--- config.mk ---
export PLATFORM = sky130hd
export DESIGN_NAME = dot_matrix_rx
export DESIGN_NICKNAME = d
export VERILOG_FILES = /design/src/rtl/dot_matrix_rx.sv
export SDC_FILE = /design/constraint.sdc
export NUM_CORES = 1
export LEC_CHECK = 0
export ABC_AREA = 1
export CORE_UTILIZATION = 58
export CTS_CLUSTER_SIZE = 40
export DETAILED_ROUTE_END_ITERATION = 10
export PLACE_DENSITY = 0.87
export SETUP_SLACK_MARGIN = 0.3
export SYNTH_ARGS = -nofsm -noshare
export SYNTH_HDL_FRONTEND = slang
export SYNTH_SLANG_ARGS = --single-unit
--- constraint.sdc ---
create_clock -name clk -period 9.2 [get_ports clk]
set_clock_uncertainty 0.05 [all_clocks]
set_input_delay 1.84 -clock clk [delete_from_list [all_inputs] [get_ports clk]]
set_output_delay 1.84 -clock clk [all_outputs]
set_load 0.1 [all_outputs]
--- src/rtl/dot_matrix_rx.sv ---
// Receiver for a serial dot-matrix driver: synchronizes the shift/latch pins,
// rebuilds the column and row chains, and latches one display line per LE rise.
module dot_matrix_rx #(
  parameter int NCOLS = 32,
  parameter int NROWS = 8,
  localparam int CW  = $clog2(NCOLS + 2),
  localparam int RIW = (NROWS > 1) ? $clog2(NROWS) : 1
) (
  input  logic             clk,
  input  logic             reset,
  input  logic             CCLK,
  input  logic             CSDI,
  input  logic             RCLK,
  input  logic             RSDI,
  input  logic             LE,
  input  logic             OEB,
  output logic [NCOLS-1:0] cols,
  output logic [NROWS-1:0] rows,
  output logic [RIW-1:0]   row_idx,
  output logic             line_valid,
  output logic             row_err,
  output logic             len_err,
  output logic             display_on
);

  // Pin order in the synchronizer vectors: {OEB, LE, RSDI, RCLK, CSDI, CCLK}
  logic [5:0]       pin_s1_q, pin_s1_d, pin_s2_q, pin_s2_d;
  logic [2:0]       edge_q, edge_d;   // {LE, RCLK, CCLK} delayed copies
  logic [NCOLS-1:0] col_shift_q, col_shift_d, cols_q, cols_d;
  logic [NROWS-1:0] row_shift_q, row_shift_d, rows_q, rows_d;
  logic [CW-1:0]    col_cnt_q, col_cnt_d;
  logic [RIW-1:0]   row_idx_q, row_idx_d, low_idx;
  logic             line_valid_q, line_valid_d;
  logic             row_err_q, row_err_d, len_err_q, len_err_d;
  logic             display_on_q, display_on_d;
  logic             c_rise, r_rise, l_rise;

  always_comb begin
    pin_s1_d = {OEB, LE, RSDI, RCLK, CSDI, CCLK};
    pin_s2_d = pin_s1_q;
    edge_d   = {pin_s2_q[4], pin_s2_q[2], pin_s2_q[0]};
    c_rise   = pin_s2_q[0] & ~edge_q[0];
    r_rise   = pin_s2_q[2] & ~edge_q[1];
    l_rise   = pin_s2_q[4] & ~edge_q[2];

    col_shift_d = col_shift_q;
    col_cnt_d   = col_cnt_q;
    row_shift_d = row_shift_q;
    if (c_rise) begin
      col_shift_d = {col_shift_q[NCOLS-2:0], pin_s2_q[1]};
      if (col_cnt_q != CW'(NCOLS + 1)) col_cnt_d = col_cnt_q + 1'b1;
    end
    if (r_rise) row_shift_d = {row_shift_q[NROWS-2:0], pin_s2_q[3]};

    low_idx = '0;
    for (int i = NROWS - 1; i >= 0; i--)
      if (row_shift_d[i]) low_idx = RIW'(i);

    cols_d       = cols_q;
    rows_d       = rows_q;
    row_idx_d    = row_idx_q;
    line_valid_d = 1'b0;
    row_err_d    = row_err_q;
    len_err_d    = len_err_q;
    // A coincident shift edge is already folded into the *_d chains and count.
    if (l_rise) begin
      cols_d       = col_shift_d;
      rows_d       = row_shift_d;
      row_idx_d    = low_idx;
      line_valid_d = 1'b1;
      if (col_cnt_d != CW'(NCOLS)) len_err_d = 1'b1;
      if ($countones(row_shift_d) != 1) row_err_d = 1'b1;
      col_cnt_d    = '0;
    end

    // Registering ~stage1 matches ~OEB_sync timing and stays 0 in reset.
    display_on_d = ~pin_s1_q[5];
  end

  always_ff @(posedge clk) begin
    if (reset) begin
      pin_s1_q     <= '0;
      pin_s2_q     <= '0;
      edge_q       <= '0;
      col_shift_q  <= '0;
      row_shift_q  <= '0;
      col_cnt_q    <= '0;
      cols_q       <= '0;
      rows_q       <= '0;
      row_idx_q    <= '0;
      line_valid_q <= 1'b0;
      row_err_q    <= 1'b0;
      len_err_q    <= 1'b0;
      display_on_q <= 1'b0;
    end else begin
      pin_s1_q     <= pin_s1_d;
      pin_s2_q     <= pin_s2_d;
      edge_q       <= edge_d;
      col_shift_q  <= col_shift_d;
      row_shift_q  <= row_shift_d;
      col_cnt_q    <= col_cnt_d;
      cols_q       <= cols_d;
      rows_q       <= rows_d;
      row_idx_q    <= row_idx_d;
      line_valid_q <= line_valid_d;
      row_err_q    <= row_err_d;
      len_err_q    <= len_err_d;
      display_on_q <= display_on_d;
    end
  end

  assign cols       = cols_q;
  assign rows       = rows_q;
  assign row_idx    = row_idx_q;
  assign line_valid = line_valid_q;
  assign row_err    = row_err_q;
  assign len_err    = len_err_q;
  assign display_on = display_on_q;

endmodule

[After elaboration in Yosys (flattened, before gate mapping)]
Cells that the tools add are included.
Word-level totals
  flip-flop bits (word level): 107
  bits of input ports: 8
  output and inout bits: 47
  logic and storage cells: 47
Operators by class
  add/subtract/negate cells: 8
  equality and inequality tests: 3
  mux-type cells: 13
  bitwise gates (word level): 7
  reductions and logical operators: 3
Operator list (number)
  32-bit two-way mux: 1
  3-bit two-way mux: 8
  6-bit two-way mux: 2
  6-bit inequality test (second input constant): 2
  1-bit by 1-bit adder with 2-bit output: 4
  8-bit two-way mux: 1
  2-bit by 2-bit adder with 3-bit output: 2
  6-bit by 1-bit adder with 6-bit output (second input constant): 1
  3-bit by 3-bit adder with 4-bit output: 1
  4-bit by 1-bit inequality test with 1-bit output (second input constant): 1
  1-bit NOT: 4
  2-bit AND reduction: 2
  1-bit bitwise AND: 3
  2-bit OR reduction: 1
  1-bit two-way mux: 1

[Logic depth before layout (Yosys ltp)]
  depth after elaboration: 11
  mapped depth: 20
  mapped depth without buffers: 19

[Worst setup path before layout]
OpenSTA, ideal clock, no wires.
  path kind: reg-to-reg
  start point: reg pin_s2_q[2]
  end point: reg row_err_q, in the netlist row_err
  library setup time: 0.118 ns
  data arrival time: 3.323 ns
  required time: 9.032 ns
  path slack: 5.709 ns
  stages on the path, launching flop included: 19
  path buffers: 1
  period minus slack after synthesis: 3.491 ns
  cells stage by stage: dfxtp_1 > nand2_2 > buf_6 > o21ai_2 > inv_1 > fa_1 > inv_1 > fa_1 > fa_1 > inv_1 > ha_1 > inv_1 > fa_1 > nor2_1 > nand2_1 > nand2_1 > o2111ai_1 > a21oi_1 > nor2_1
Between the ends
  cells in the longest elaborated chain, start to end: 7
  elaborated cells on any way between the ends: 11
  classes of those cells: add/sub: 7; eq/ne: 1; mux: 1; bitwise: 1; reduce/logical: 1
Ends and longest elaborated chain
  from (decl): RTL line 27  | logic [5:0] pin_s1_q, pin_s1_d, pin_s2_q, pin_s2_d;
  from (signal assigned): RTL line 97  | pin_s2_q <= pin_s2_d;
  1-bit bitwise AND: RTL line 43  | r_rise = pin_s2_q[2] & ~edge_q[1];
  8-bit two-way mux: RTL line 53  | if (r_rise) row_shift_d = {row_shift_q[NROWS-2:0], pin_s2_q[3]};
  net row_shift_d[0]: RTL line 30  | logic [NROWS-1:0] row_shift_q, row_shift_d, rows_q, rows_d;
  1-bit by 1-bit adder with 2-bit output (not written as such): RTL line 72  | if ($countones(row_shift_d) != 1) row_err_d = 1'b1;
  2-bit by 2-bit adder with 3-bit output (not written as such): RTL line 72
  3-bit by 3-bit adder with 4-bit output (not written as such): RTL line 72
  4-bit by 1-bit inequality test with 1-bit output: RTL line 72
  2-bit AND reduction (no line)
  to (signal assigned): RTL line 106  | row_err_q <= row_err_d;
  to (decl): RTL line 34  | logic row_err_q, row_err_d, len_err_q, len_err_d;
The timed path passes the listed nets, and every way through them passes these cells.
A chain may end at the register's enable or synchronous reset.

[Final worst setup path]
Same ends and word-level chain as after synthesis.

==> run metrics <==
status complete, but fails checks; failing checks DRC; max-cap viol count 0; clock tree buffer depth 2; worst-margin pin slew 1.04 ns; Synth cell types 28; cts bufs inserted 9; post-CTS sizing 0; Die Ht 84.2 µm; Ant. Diodes 0; post-synthesis sequential area ratio 0.546; layout cells sized above 1 0.0943; Placer Congestion 0.817; Yosys top cell by area dfxtp_1; fmax 262 MHz; IO Pins 55; Static Leak 0.00190 µW; synth top area cells dfxtp_1, a22o_1, nor2_1, nand2_1, inv_1; CP arrival 4.01 ns; WL final 7.25 mm; DRC 6; Vias 2968; die width 84.2 µm; CTS tree yes; Worst Slack Setup Final 5.38 ns; power per cell area 181 nW/µm²; setup TNS 0 ns; first-pass GRT wire length 12.9 mm; I/O Buffers 54; Core Region 6420 µm²; vias in the first global route 2910; routed vias/inst 5.25; die area 7090 µm²; initial antenna violation count 0; area grow syn2layout 18.3%; Fin. Hold Viols 0; Layout Nets 500; Synth Register Bits 107; crit path launch type register; Remaining Overflow, GRT 0; worst hold path type register to register; crit path time final 3.82 ns; Syn Nets 455; Ys Warns 0; top-area cell type share of the netlist area 0.546; Worst Path Max Fanout 13; Worst Path Required 9.39 ns; # setup viols final 0; Post-CTS Setup Bufs 0; CTS H-tree depth 3; Non-Filler Instances 565; root buf cell clkbuf_8; crit path kind register to register; worst slack, placed 5.37 ns; hold_buf cts 0; Routed Antenna Nets 0; RSZ-0062 raised after global routing no; post-synthesis cell area 3920 µm²; Clock Latency Late Sink 0.36 ns; Worst-path clk slew 0.09 ns; final worst path period share 0.415; Starting DRT DRC Count 141; Slew HR 0.305; Peak VDD IR 0.135 mV; routed len/inst 12.8 µm; Syn Area/Cell 8.95 µm²; Initial Util 0.610; # rows 29; TritonCTS Sinks 107; placed cells 549; fin. max-slew vios 0; Synth Instances 438; 1st-pass router iterations 7; pin count of the biggest net entering global routing 45; Fillers 463; CP Capture Type register; Total GRT Usage 0.225; HPWL after detailed placement 4.81 mm
-- synth_stat cells (all sizes together) --
master,number
dfxtp,107
nor2,87
nand2,68
inv,44
a22o,40
o21ai,31
buf,13
a21oi,11
nand3,11
clkbuf,9
ha,5
fa,4
clkinv,2
nand3b,2
a211oi,1
nand4,1
o2111ai,1
o21bai,1
-- layout by cell type, fill, tap and decap left out, types with 2 or more instances in the layout --
cell / Yosys / final
dfxtp_1: 107 / 107
nor2_1: 80 / 80
nand2_1: 62 / 62
clkdlybuf4s50_1: 0 / 54
a22o_1: 40 / 40
inv_1: 39 / 39
o21ai_0: 26 / 26
nand3_1: 11 / 11
clkbuf_8: 0 / 9
nand2_2: 6 / 6
a21oi_2: 6 / 6
inv_2: 5 / 5
a21oi_1: 5 / 5
ha_1: 5 / 5
o21ai_2: 4 / 4
nor2_2: 6 / 4
fa_1: 4 / 4
clkinv_2: 2 / 3
nor2_4: 1 / 3
clkbuf_1: 9 / 3
nand3b_1: 2 / 2
buf_4: 1 / 2
-- cell type report --
type                    instances  area [µm²]  share of cell area
flip-flops and latches        107        2140               0.462
multi-input cells             263        1480               0.319
repair buffers                 56         556               0.120
inverters                      46         175              0.0378
clock buffers                  12         135              0.0291
well taps                      77        96.3              0.0208
clock inverters                 4        51.3              0.0111
-- per-layer routing --
layer / part of all wire / global-route usage / vias up / wire, µm
li1: - / - / 1499 / -
met2: 0.49 / 0.382 / 59 / 3530
met5: 0 / 0 / - / 0
met3: 0.047 / 0.0737 / 10 / 339
met1: 0.45 / 0.271 / 1400 / 3300
met4: 0.012 / 0.0737 / 0 / 85
-- state kept, by name, indices dropped and copies added, names as in the netlist --
| name | flops |
|---|---|
| col_cnt_q | 6 |
| col_shift_q | 32 |
| cols | 32 |
| display_on | 1 |
| edge_q | 3 |
| len_err | 1 |
| line_valid | 1 |
| pin_s1_q | 6 |
| pin_s2_q | 5 |
| row_err | 1 |
| row_idx | 3 |
| row_shift_q | 8 |
| rows | 8 |
-- critical path, cell delays in order (launching register included) --
cell and delay (ns):
dfxtp_1 0.41, nand2_2 0.24, o21ai_2 0.25, inv_1 0.12
fa_1 0.52, inv_1 0.05, fa_1 0.49, fa_1 0.41
inv_1 0.08, ha_1 0.17, inv_1 0.06, fa_1 0.38
nor2_1 0.09, nand2_1 0.05, nand2_1 0.05, o2111ai_1 0.09
a21oi_1 0.14, nor2_1 0.05
-- report_power, final --
part           switching (µW)  total (µW)  internal, µW  leakage [µW]
logic                    62.0        85.4          23.4      0.000940
clock network             146         272           126     0.0000906
registers                5.98         482           476      0.000869
total                     214         839           625       0.00190
-- path summary, 6_finish.rpt --
check	startpoint	endpoint	slack, ns	cells after the start
worst max-delay path	pin_s2_q[2]	row_err	5.38	17
worst min-delay path	pin_s1_q[5]	display_on	0.35	1
worst max register to register	pin_s2_q[2]	row_err	5.38	17
worst min register to register	pin_s1_q[5]	display_on	0.35	1
-- logic make-up after synthesis --
group,Yosys count,synth area share
DFF,107,0.546
AOI/OAI and AO/OA,85,0.162
buffers and inverters,68,0.0782
and+or+nand+nor,169,0.177
adders and majority gates,9,0.0364
-- through the flow --
| step | total power [µW] | instance area (µm²) | hold slack (ns) | utilization |
|---|---|---|---|---|
| after CTS | 845 | 4640 | 0.347 | 0.722 |
| after global placement | 574 | 4450 | 0.330 | 0.693 |
| after floorplan | 559 | 3920 | 0.318 | - |
| after detailed placement | 578 | 4450 | 0.330 | 0.693 |
| final | 839 | 4640 | 0.346 | 0.722 |
| after global routing | 872 | 4640 | 0.377 | 0.722 |
No activity file was read; power rests on OpenSTA's default activity.
